`src/rtl/rbt_s_parser_sync_if.sv`:
```
// AXI-Stream payload bundle used on both sides of the parser/metadata rejoin block.
interface rbt_s_parser_sync_if #(
  parameter int unsigned DATA_WIDTH = 512,
  parameter int unsigned KEEP_WIDTH = DATA_WIDTH / 8,
  parameter int unsigned USER_WIDTH = 64
);
  logic [DATA_WIDTH-1:0] tdata;
  logic [KEEP_WIDTH-1:0] tkeep;
  logic                  tvalid;
  logic                  tready;
  logic                  tlast;
  logic [USER_WIDTH-1:0] tuser;

  modport master (output tdata, tkeep, tvalid, tlast, tuser, input tready);
  modport slave  (input tdata, tkeep, tvalid, tlast, tuser, output tready);
endinterface

```
`src/rtl/rbt_s_parser_sync.sv`:
```
// Rejoins parser payload with its delayed metadata: queues metadata, stalls payload until it
// arrives, then forwards or discards the packet. Stats compiled only with RBT_S_SYNC_STATS_EN.
module rbt_s_parser_sync #(
  parameter int unsigned DATA_WIDTH         = 512,
  parameter int unsigned KEEP_WIDTH         = DATA_WIDTH / 8,
  parameter int unsigned USER_WIDTH         = 64,
  parameter int unsigned PKT_METADATA_WIDTH = 274,
  parameter int unsigned META_FIFO_DEPTH    = 16,
  parameter int unsigned DROP_BIT_INDEX     = 0
) (
  input  logic                          clk,
  input  logic                          rst,
  rbt_s_parser_sync_if.slave            s_axis,
  input  logic                          s_meta_valid,
  output logic                          s_meta_ready,
  input  logic [PKT_METADATA_WIDTH-1:0] s_meta_info,
  rbt_s_parser_sync_if.master           m_axis,
  output logic                          m_axis_tfirst,
  output logic [PKT_METADATA_WIDTH-1:0] m_axis_tmeta,
  output logic [31:0]                   stat_pkt_pass,
  output logic [31:0]                   stat_pkt_drop,
  output logic                          stat_meta_ovf
);

  localparam int unsigned AW = $clog2(META_FIFO_DEPTH);

  if (KEEP_WIDTH * 8 != DATA_WIDTH) begin : g_keep_chk
    $error("KEEP_WIDTH*8 must equal DATA_WIDTH");
  end
  if (META_FIFO_DEPTH < 2 || (META_FIFO_DEPTH & (META_FIFO_DEPTH - 1)) != 0) begin : g_depth_chk
    $error("META_FIFO_DEPTH must be a power of 2 and at least 2");
  end
  if (DROP_BIT_INDEX >= PKT_METADATA_WIDTH) begin : g_drop_chk
    $error("DROP_BIT_INDEX out of range");
  end

  typedef enum logic [1:0] {StIdle, StPass, StDrop} state_e;

  state_e state_q, state_d;

  logic [PKT_METADATA_WIDTH-1:0] mem_q [META_FIFO_DEPTH];
  logic [AW-1:0]                 wr_ptr_q, rd_ptr_q;
  logic [AW:0]                   count_q;
  logic [PKT_METADATA_WIDTH-1:0] head;
  logic [PKT_METADATA_WIDTH-1:0] meta_q;
  logic                          first_q;
  logic                          full, empty, push, pop;
  logic                          s_ready, m_valid, tfirst, accept, pkt_end;

  // Metadata FIFO; full is judged on the registered count, so a pop never frees a slot early.
  assign full         = (count_q == (AW + 1)'(META_FIFO_DEPTH));
  assign empty        = (count_q == '0);
  assign s_meta_ready = !full;
  assign push         = s_meta_valid && !full;
  assign pop          = (state_q == StIdle) && !empty && s_axis.tvalid;
  assign head         = mem_q[rd_ptr_q];

  always_ff @(posedge clk) begin
    if (push) mem_q[wr_ptr_q] <= s_meta_info;
  end

  always_ff @(posedge clk) begin
    if (rst) begin
      wr_ptr_q <= '0;
      rd_ptr_q <= '0;
      count_q  <= '0;
    end else begin
      if (push) wr_ptr_q <= wr_ptr_q + AW'(1);
      if (pop)  rd_ptr_q <= rd_ptr_q + AW'(1);
      unique case ({push, pop})
        2'b10:   count_q <= count_q + (AW + 1)'(1);
        2'b01:   count_q <= count_q - (AW + 1)'(1);
        default: count_q <= count_q;
      endcase
    end
  end

  assign accept  = s_axis.tvalid && s_ready;
  assign pkt_end = accept && s_axis.tlast;

  always_ff @(posedge clk) begin
    if (rst) state_q <= StIdle;
    else     state_q <= state_d;
  end

  always_comb begin
    state_d = state_q;
    unique case (state_q)
      StIdle:         if (pop) state_d = head[DROP_BIT_INDEX] ? StDrop : StPass;
      StPass, StDrop: if (pkt_end) state_d = StIdle;
      default:        state_d = StIdle;
    endcase
  end

  always_comb begin
    s_ready = 1'b0;
    m_valid = 1'b0;
    tfirst  = 1'b0;
    unique case (state_q)
      StPass: begin
        m_valid = s_axis.tvalid;
        s_ready = m_axis.tready;
        tfirst  = first_q;
      end
      StDrop:  s_ready = 1'b1;
      default: ;
    endcase
  end

  // Metadata stays registered through IDLE so the sideband is stable until the next pop.
  always_ff @(posedge clk) begin
    if (rst) begin
      meta_q  <= '0;
      first_q <= 1'b0;
    end else if (pop) begin
      meta_q  <= head;
      first_q <= 1'b1;
    end else if (accept) begin
      first_q <= 1'b0;
    end
  end

  assign s_axis.tready = s_ready;
  assign m_axis.tvalid = m_valid;
  assign m_axis.tdata  = s_axis.tdata;
  assign m_axis.tkeep  = s_axis.tkeep;
  assign m_axis.tlast  = s_axis.tlast;
  assign m_axis.tuser  = s_axis.tuser;
  assign m_axis_tfirst = tfirst;
  assign m_axis_tmeta  = meta_q;

`ifdef RBT_S_SYNC_STATS_EN
  logic [31:0] pass_q, drop_q;
  logic        ovf_q;

  always_ff @(posedge clk) begin
    if (rst) begin
      pass_q <= '0;
      drop_q <= '0;
      ovf_q  <= 1'b0;
    end else begin
      if (pkt_end && state_q == StPass) pass_q <= pass_q + 32'd1;
      if (pkt_end && state_q == StDrop) drop_q <= drop_q + 32'd1;
      if (s_meta_valid && full)         ovf_q  <= 1'b1;
    end
  end

  assign stat_pkt_pass = pass_q;
  assign stat_pkt_drop = drop_q;
  assign stat_meta_ovf = ovf_q;
`else
  assign stat_pkt_pass = '0;
  assign stat_pkt_drop = '0;
  assign stat_meta_ovf = 1'b0;
`endif

endmodule

```
`src/flat_wrapper.sv`:
```
// flat-port wrapper written by rule: the top's interface ports become plain ports
module rbt_s_parser_sync_flat 
#(
  parameter int unsigned DATA_WIDTH         = 512,
  parameter int unsigned KEEP_WIDTH         = DATA_WIDTH / 8,
  parameter int unsigned USER_WIDTH         = 64,
  parameter int unsigned PKT_METADATA_WIDTH = 274,
  parameter int unsigned META_FIFO_DEPTH    = 16,
  parameter int unsigned DROP_BIT_INDEX     = 0
)
  (clk, rst, s_meta_valid, s_meta_ready, s_meta_info, m_axis_tfirst, m_axis_tmeta, stat_pkt_pass, stat_pkt_drop, stat_meta_ovf, s_axis_tdata, s_axis_tkeep, s_axis_tvalid, s_axis_tlast, s_axis_tuser, s_axis_tready, m_axis_tdata, m_axis_tkeep, m_axis_tvalid, m_axis_tlast, m_axis_tuser, m_axis_tready);
  rbt_s_parser_sync_if #(.DATA_WIDTH(DATA_WIDTH), .KEEP_WIDTH(KEEP_WIDTH), .USER_WIDTH(USER_WIDTH)) s_axis_i ();
  rbt_s_parser_sync_if #(.DATA_WIDTH(DATA_WIDTH), .KEEP_WIDTH(KEEP_WIDTH), .USER_WIDTH(USER_WIDTH)) m_axis_i ();
  input  logic clk;
  input  logic rst;
  input  logic s_meta_valid;
  output logic s_meta_ready;
  input  logic [PKT_METADATA_WIDTH-1:0] s_meta_info;
  output logic m_axis_tfirst;
  output logic [PKT_METADATA_WIDTH-1:0] m_axis_tmeta;
  output logic [31:0] stat_pkt_pass;
  output logic [31:0] stat_pkt_drop;
  output logic stat_meta_ovf;
  input wire logic [$bits(s_axis_i.tdata)-1:0] s_axis_tdata;
  input wire logic [$bits(s_axis_i.tkeep)-1:0] s_axis_tkeep;
  input wire logic [$bits(s_axis_i.tvalid)-1:0] s_axis_tvalid;
  input wire logic [$bits(s_axis_i.tlast)-1:0] s_axis_tlast;
  input wire logic [$bits(s_axis_i.tuser)-1:0] s_axis_tuser;
  output wire logic [$bits(s_axis_i.tready)-1:0] s_axis_tready;
  output wire logic [$bits(m_axis_i.tdata)-1:0] m_axis_tdata;
  output wire logic [$bits(m_axis_i.tkeep)-1:0] m_axis_tkeep;
  output wire logic [$bits(m_axis_i.tvalid)-1:0] m_axis_tvalid;
  output wire logic [$bits(m_axis_i.tlast)-1:0] m_axis_tlast;
  output wire logic [$bits(m_axis_i.tuser)-1:0] m_axis_tuser;
  input wire logic [$bits(m_axis_i.tready)-1:0] m_axis_tready;
  assign s_axis_i.tdata = s_axis_tdata;
  assign s_axis_i.tkeep = s_axis_tkeep;
  assign s_axis_i.tvalid = s_axis_tvalid;
  assign s_axis_i.tlast = s_axis_tlast;
  assign s_axis_i.tuser = s_axis_tuser;
  assign s_axis_tready = s_axis_i.tready;
  assign m_axis_tdata = m_axis_i.tdata;
  assign m_axis_tkeep = m_axis_i.tkeep;
  assign m_axis_tvalid = m_axis_i.tvalid;
  assign m_axis_tlast = m_axis_i.tlast;
  assign m_axis_tuser = m_axis_i.tuser;
  assign m_axis_i.tready = m_axis_tready;
  rbt_s_parser_sync #(.DATA_WIDTH(DATA_WIDTH), .KEEP_WIDTH(KEEP_WIDTH), .USER_WIDTH(USER_WIDTH), .PKT_METADATA_WIDTH(PKT_METADATA_WIDTH), .META_FIFO_DEPTH(META_FIFO_DEPTH), .DROP_BIT_INDEX(DROP_BIT_INDEX)) u_core (.clk(clk), .rst(rst), .s_axis(s_axis_i), .s_meta_valid(s_meta_valid), .s_meta_ready(s_meta_ready), .s_meta_info(s_meta_info), .m_axis(m_axis_i), .m_axis_tfirst(m_axis_tfirst), .m_axis_tmeta(m_axis_tmeta), .stat_pkt_pass(stat_pkt_pass), .stat_pkt_drop(stat_pkt_drop), .stat_meta_ovf(stat_meta_ovf));
endmodule
```
`config.mk`:
```
export PLATFORM = sky130hd
export DESIGN_NAME = rbt_s_parser_sync_flat
export DESIGN_NICKNAME = d
export VERILOG_FILES = /design/src/rtl/rbt_s_parser_sync_if.sv /design/src/rtl/rbt_s_parser_sync.sv /design/src/flat_wrapper.sv
export SDC_FILE = /design/constraint.sdc
export NUM_CORES = 2
export LEC_CHECK = 0
export ABC_AREA = 1
export BUFFER_PORTS_ARGS = -buffer_cell sky130_fd_sc_hd__buf_4
export CAP_MARGIN = 10
export CORE_AREA = 2 2 732 734
export DETAILED_ROUTE_END_ITERATION = 8
export DIE_AREA = 0 0 734 736
export GPL_TIMING_DRIVEN = 1
export SYNTH_ARGS = -nofsm -noshare
export SYNTH_HDL_FRONTEND = slang
export SYNTH_MEMORY_MAX_BITS = 65536
export SYNTH_SLANG_ARGS = --single-unit
```
`constraint.sdc`:
```
create_clock -name clk -period 21.1 [get_ports clk]
set_input_delay 3.165 -clock clk [delete_from_list [all_inputs] [get_ports clk]]
set_output_delay 3.165 -clock clk [all_outputs]
set_load 0.1 [all_outputs]
```
Yosys cells after proc, flatten, opt, wreduce, memory -nomap -nowiden
Memory sizes are Yosys's and may differ from the RTL's. A register that Yosys moved wholly into a read port is not among the register bits.
Cells that the tools add are included.
- add/subtract/negate cells: 4
- equal/unequal tests: 7
- muxes and demuxes: 14
- reductions and logical operators: 13
- operator list (operator ; number):
    5-bit case mux with 2 select lines ; 1
    4-bit by 1-bit adder with 4-bit output (second input constant) ; 2
    4-bit 2-to-1 mux ; 2
    1-bit 2-to-1 mux ; 6
    2-bit 2-to-1 mux ; 3
    5-bit by 1-bit adder with 5-bit output (second input constant) ; 1
    5-bit equality test (second input constant) ; 1
    1-bit logical AND ; 5
    5-bit zero test ; 1
    5-bit by 1-bit subtractor with 5-bit output (second input constant) ; 1
    2-bit by 1-bit equality test with 1-bit output (second input constant) ; 2
    2-bit equality test (second input constant) ; 2
    2-bit by 1-bit inequality test with 1-bit output (second input constant) ; 2
    2-bit case mux with 2 select lines ; 1
    2-bit nonzero test ; 2
    1-bit zero test ; 2
    2-bit zero test ; 1
    1-bit case mux with 2 select lines ; 1
    2-bit AND reduction ; 1
    2-bit OR reduction ; 1
- bits in registers: 290
- bits in writable memories: 4384
- input bits: 920
- output and inout bits: 984
- word-level logic and storage cells: 45
- memories: 1
- memory list (memory ; depth ; width ; read ports ; clocked after Yosys merged registers in ; write ports ; line ; source):
    u_core.mem_q ; 16 ; 274 ; 1 ; 1 ; 1 ; rbt_s_parser_sync.sv:41 ; logic [PKT_METADATA_WIDTH-1:0] mem_q [META_FIFO_DEPTH];

Logic depth before layout (Yosys ltp)
- depth after elaboration: 6
- depth in mapped cells: 19
- mapped depth without buffers: 17

Least setup slack after synthesis
OpenSTA, ideal clock, no wires.
- path kind: input-to-reg
- from: in s_meta_valid
- to: mem u_core.mem_q[11][0] (enable)
- setup time: 915 ps
- data arrival time: 15008 ps
- data required time: 20185 ps
- slack: 5177 ps
- stages: 4
- path buffers: 0
- cell sequence: nand2_1 inv_1 nand2_1 nor2_1
- longest elaborated chain between the ends: 3
- RTL lines (item ; line ; source):
    from (decl) ; flat_wrapper.sv:16 ; input logic s_meta_valid;
    1-bit logical AND ; rbt_s_parser_sync.sv:54 ; assign push = s_meta_valid && !full;
    1-bit 2-to-1 mux ; rbt_s_parser_sync.sv:59 ; if (push) mem_q[wr_ptr_q] <= s_meta_info;
    1-bit 2-to-1 mux (not written as such) ; rbt_s_parser_sync.sv:59 ;
    to (decl) ; rbt_s_parser_sync.sv:41 ;
Every way passes these cells.

Worst setup path in the final report
- from: in s_meta_valid
- to: mem u_core.mem_q[5][13] (enable)
Same word-level chain as after synthesis.

==> results.json <==
{
  "status": "complete, no violations",
  "clock_skew_ns": 0.0606,
  "post-synth-top-area-cell": "edfxtp_1",
  "yosysWarnings": 0,
  "hold_buffers": 0,
  "rows": 268,
  "fillers": 49700,
  "die_x_um": 734,
  "dp_hpwl_um": 547000,
  "grt_pass1_wl_um": 1040000,
  "grt_overflow": 0,
  "cts_buffers": 441,
  "clkLatencyLatePin_ns": 1.02,
  "drtIter0Drc": 14800,
  "async_reset_ff_share_pct": 0,
  "clkSlewWorstSetupHoldPaths_ns": 0.06,
  "ys_ff_latch": 4678,
  "max_freq_mhz": 137,
  "p_leak_nw": 67.7,
  "fin_crit_ns": 7.28,
  "pre_cts_slack_ns": 12.69,
  "worst_slack_ns": 13.82,
  "tns_ns": 0,
  "cts_tree": "yes",
  "place.gp.congestion": 1.01,
  "grtUsageTotal_pct": 28.4,
  "end_kind": "flop",
  "drv_cap": 0,
  "vias_per_cell": 5.58,
  "fin_total_pwr_mw": 27.5,
  "cts-htree-levels": 5,
  "drive_gt1_share_pct": 10.0,
  "area_growth_pct": 10.6,
  "synthTopCellsByCount": "edfxtp_1, nor2_1, o21ai_0",
  "seq_area_frac_synth_pct": 74.0,
  "required_ns": 21.70,
  "worst-slew-pin-transition_ns": 1.28,
  "drt_pass1_iterations": 7,
  "clockBufferDepth": 4,
  "core_um2": 532000,
  "start_kind": "primary input",
  "portBuffers": 558,
  "rsz0062_at_grt": "no",
  "final_nets": 14800,
  "cts.sinks": 4678,
  "synth_ff_type": "edfxtp_1",
  "drv_slew": 0,
  "peakVddDrop_v": 0.000155,
  "antenna_found_initial": 104,
  "postRouteAntennaNets": 0,
  "remaining_drc_errors": 0,
  "synth.most_common_cell": "edfxtp_1",
  "finalHoldViolations": 0,
  "crit_arrival_ns": 7.88,
  "yosys.area.top_type_share_pct": 70.8,
  "fin_cells": 21300,
  "grt_max_degree": 219,
  "path_max_fanout": 43,
  "dp_cells": 20400,
  "drt-total-wl_um": 799000,
  "grt_pass1_vias": 108000,
  "wl_per_cell_um": 37.5,
  "synth_area_um2": 186000,
  "synth_cell_types": 29,
  "setup_viol": 0,
  "start_util_pct": 35.0,
  "postCtsSetupBuffers": 0,
  "relSlewSlack_pct": 14.8,
  "cts-root-buf": "clkbuf_16",
  "fp.dieH_um": 736,
  "worstHoldPathType": "reg -> reg",
  "powerDensity_nw_per_um2": 134,
  "synthTopCellsByArea": "edfxtp_1, o21ai_0, nor2_1, dfxtp_1, buf_4",
  "cts_resized": 0,
  "synth_edf_count": 4384,
  "synthCells": 14300,
  "worstSetupPathType": "in -> reg",
  "avgSynthCellArea_um2": 13.0,
  "die_area_um2": 540000,
  "fin_crit_sh_pct": 34.5,
  "ios": 1904,
  "routed-via-count": 119000
}
## cells by family after synthesis
| group | Yosys count | synth area share [%] |
|---|---|---|
| DFF | 4678 | 74.0 |
| buffers and inverters | 1973 | 5.90 |
| xor gates and xnor gates | 5 | 0.0236 |
| adders and majority gates | 11 | 0.0740 |
| and+or+nand+nor | 4347 | 9.42 |
| other | 1 | 0.00202 |
| AOI/OAI and AO/OA | 3275 | 10.6 |
## flip-flops by register name, indices dropped and copies added, names as in the netlist, named ones only
register,cells
u_core.mem_q,4384
u_core.m_axis_tmeta,274
u_core.wr_ptr_q,4
u_core.first_q,1
u_core.rd_ptr_q,4
u_core.count_q,5
u_core.state_q,2
## report_power, final
| group | internal, mW | switching [mW] | leakage (nW) |
|---|---|---|---|
| combinational | 1.93 | 6.49 | 18.7 |
| sequential | 10.6 | 0.468 | 42.0 |
| clock | 4.44 | 3.51 | 7.02 |
## routing by layer
metal  GRT usage (%)  vias up  share of wire [%]
met5            3.52        -               0.38
met4            11.5       82                4.7
met3            22.5     1082                 20
met2            44.1     7204                 45
met1            27.7    59500                 30
li1                -    51000                  -
## stage by stage
step           cell area [µm²]  hold WS, ns  util [%]
6_report                206000        0.483      38.7
5_1_grt                 206000        0.503      38.6
4_1_cts                 205000        0.476      38.6
3_5_place_dp            191000        0.465      35.9
3_3_place_gp            191000        0.471      35.9
2_1_floorplan           186000        0.439         -
## cell usage in the layout, fill, tap and decap left out, types with 2 or more instances in the layout
cell type	instances
edfxtp_1	4384
conb_1	65
clkinv_4	3
inv_1	256
o211ai_1	479
nor2_1	2438
bufinv_16	36
clkinvlp_4	13
buf_12	27
xor2_1	4
clkbuf_1	106
o21ai_1	52
clkinv_2	93
o221ai_1	452
nor3b_1	2
clkinv_16	6
nor2_4	16
buf_4	724
inv_8	6
dfxtp_1	290
o22ai_1	348
nand3_1	935
nand2_1	950
ha_1	11
inv_16	3
clkbuf_8	35
clkbuf_16	444
o21ai_0	1881
inv_6	6
diode_2	52
dfxtp_4	4
a21oi_1	61
clkinv_1	65
nand4_1	4
clkinv_8	8
## worst max-delay path: stages
cell,delay [ns]
buf_4,0.08
nand2_1,0.20
inv_1,0.20
nand2_1,0.25
nor2_4,0.43
buf_4,0.70
buf_4,0.70
buf_4,0.63
buf_4,0.60
buf_4,0.76
## path summary, 6_finish.rpt
path,cells past startpoint,startpoint,slack (ns),to
setup reg to reg,11,flop,14.75,u_core.m_axis_tmeta[22]
hold / removal,2,u_core.first_q,0.48,u_core.first_q
hold reg to reg,2,u_core.first_q,0.48,u_core.first_q
setup / recovery,10,s_meta_valid,13.82,u_core.mem_q[5][13]
## cell type report
type,instances,area [µm²],share of cell area [%]
Sequential cell,4678,138000,66.9
Multi-Input combinational cell,7703,37800,18.4
Clock buffer,585,12000,5.83
Tap cell,7020,8780,4.27
Timing Repair Buffer,752,5990,2.91
Clock inverter,233,2340,1.14
Inverter,262,1020,0.497
Antenna cell,52,130,0.0633
No activity file was read; power rests on OpenSTA's default activity.
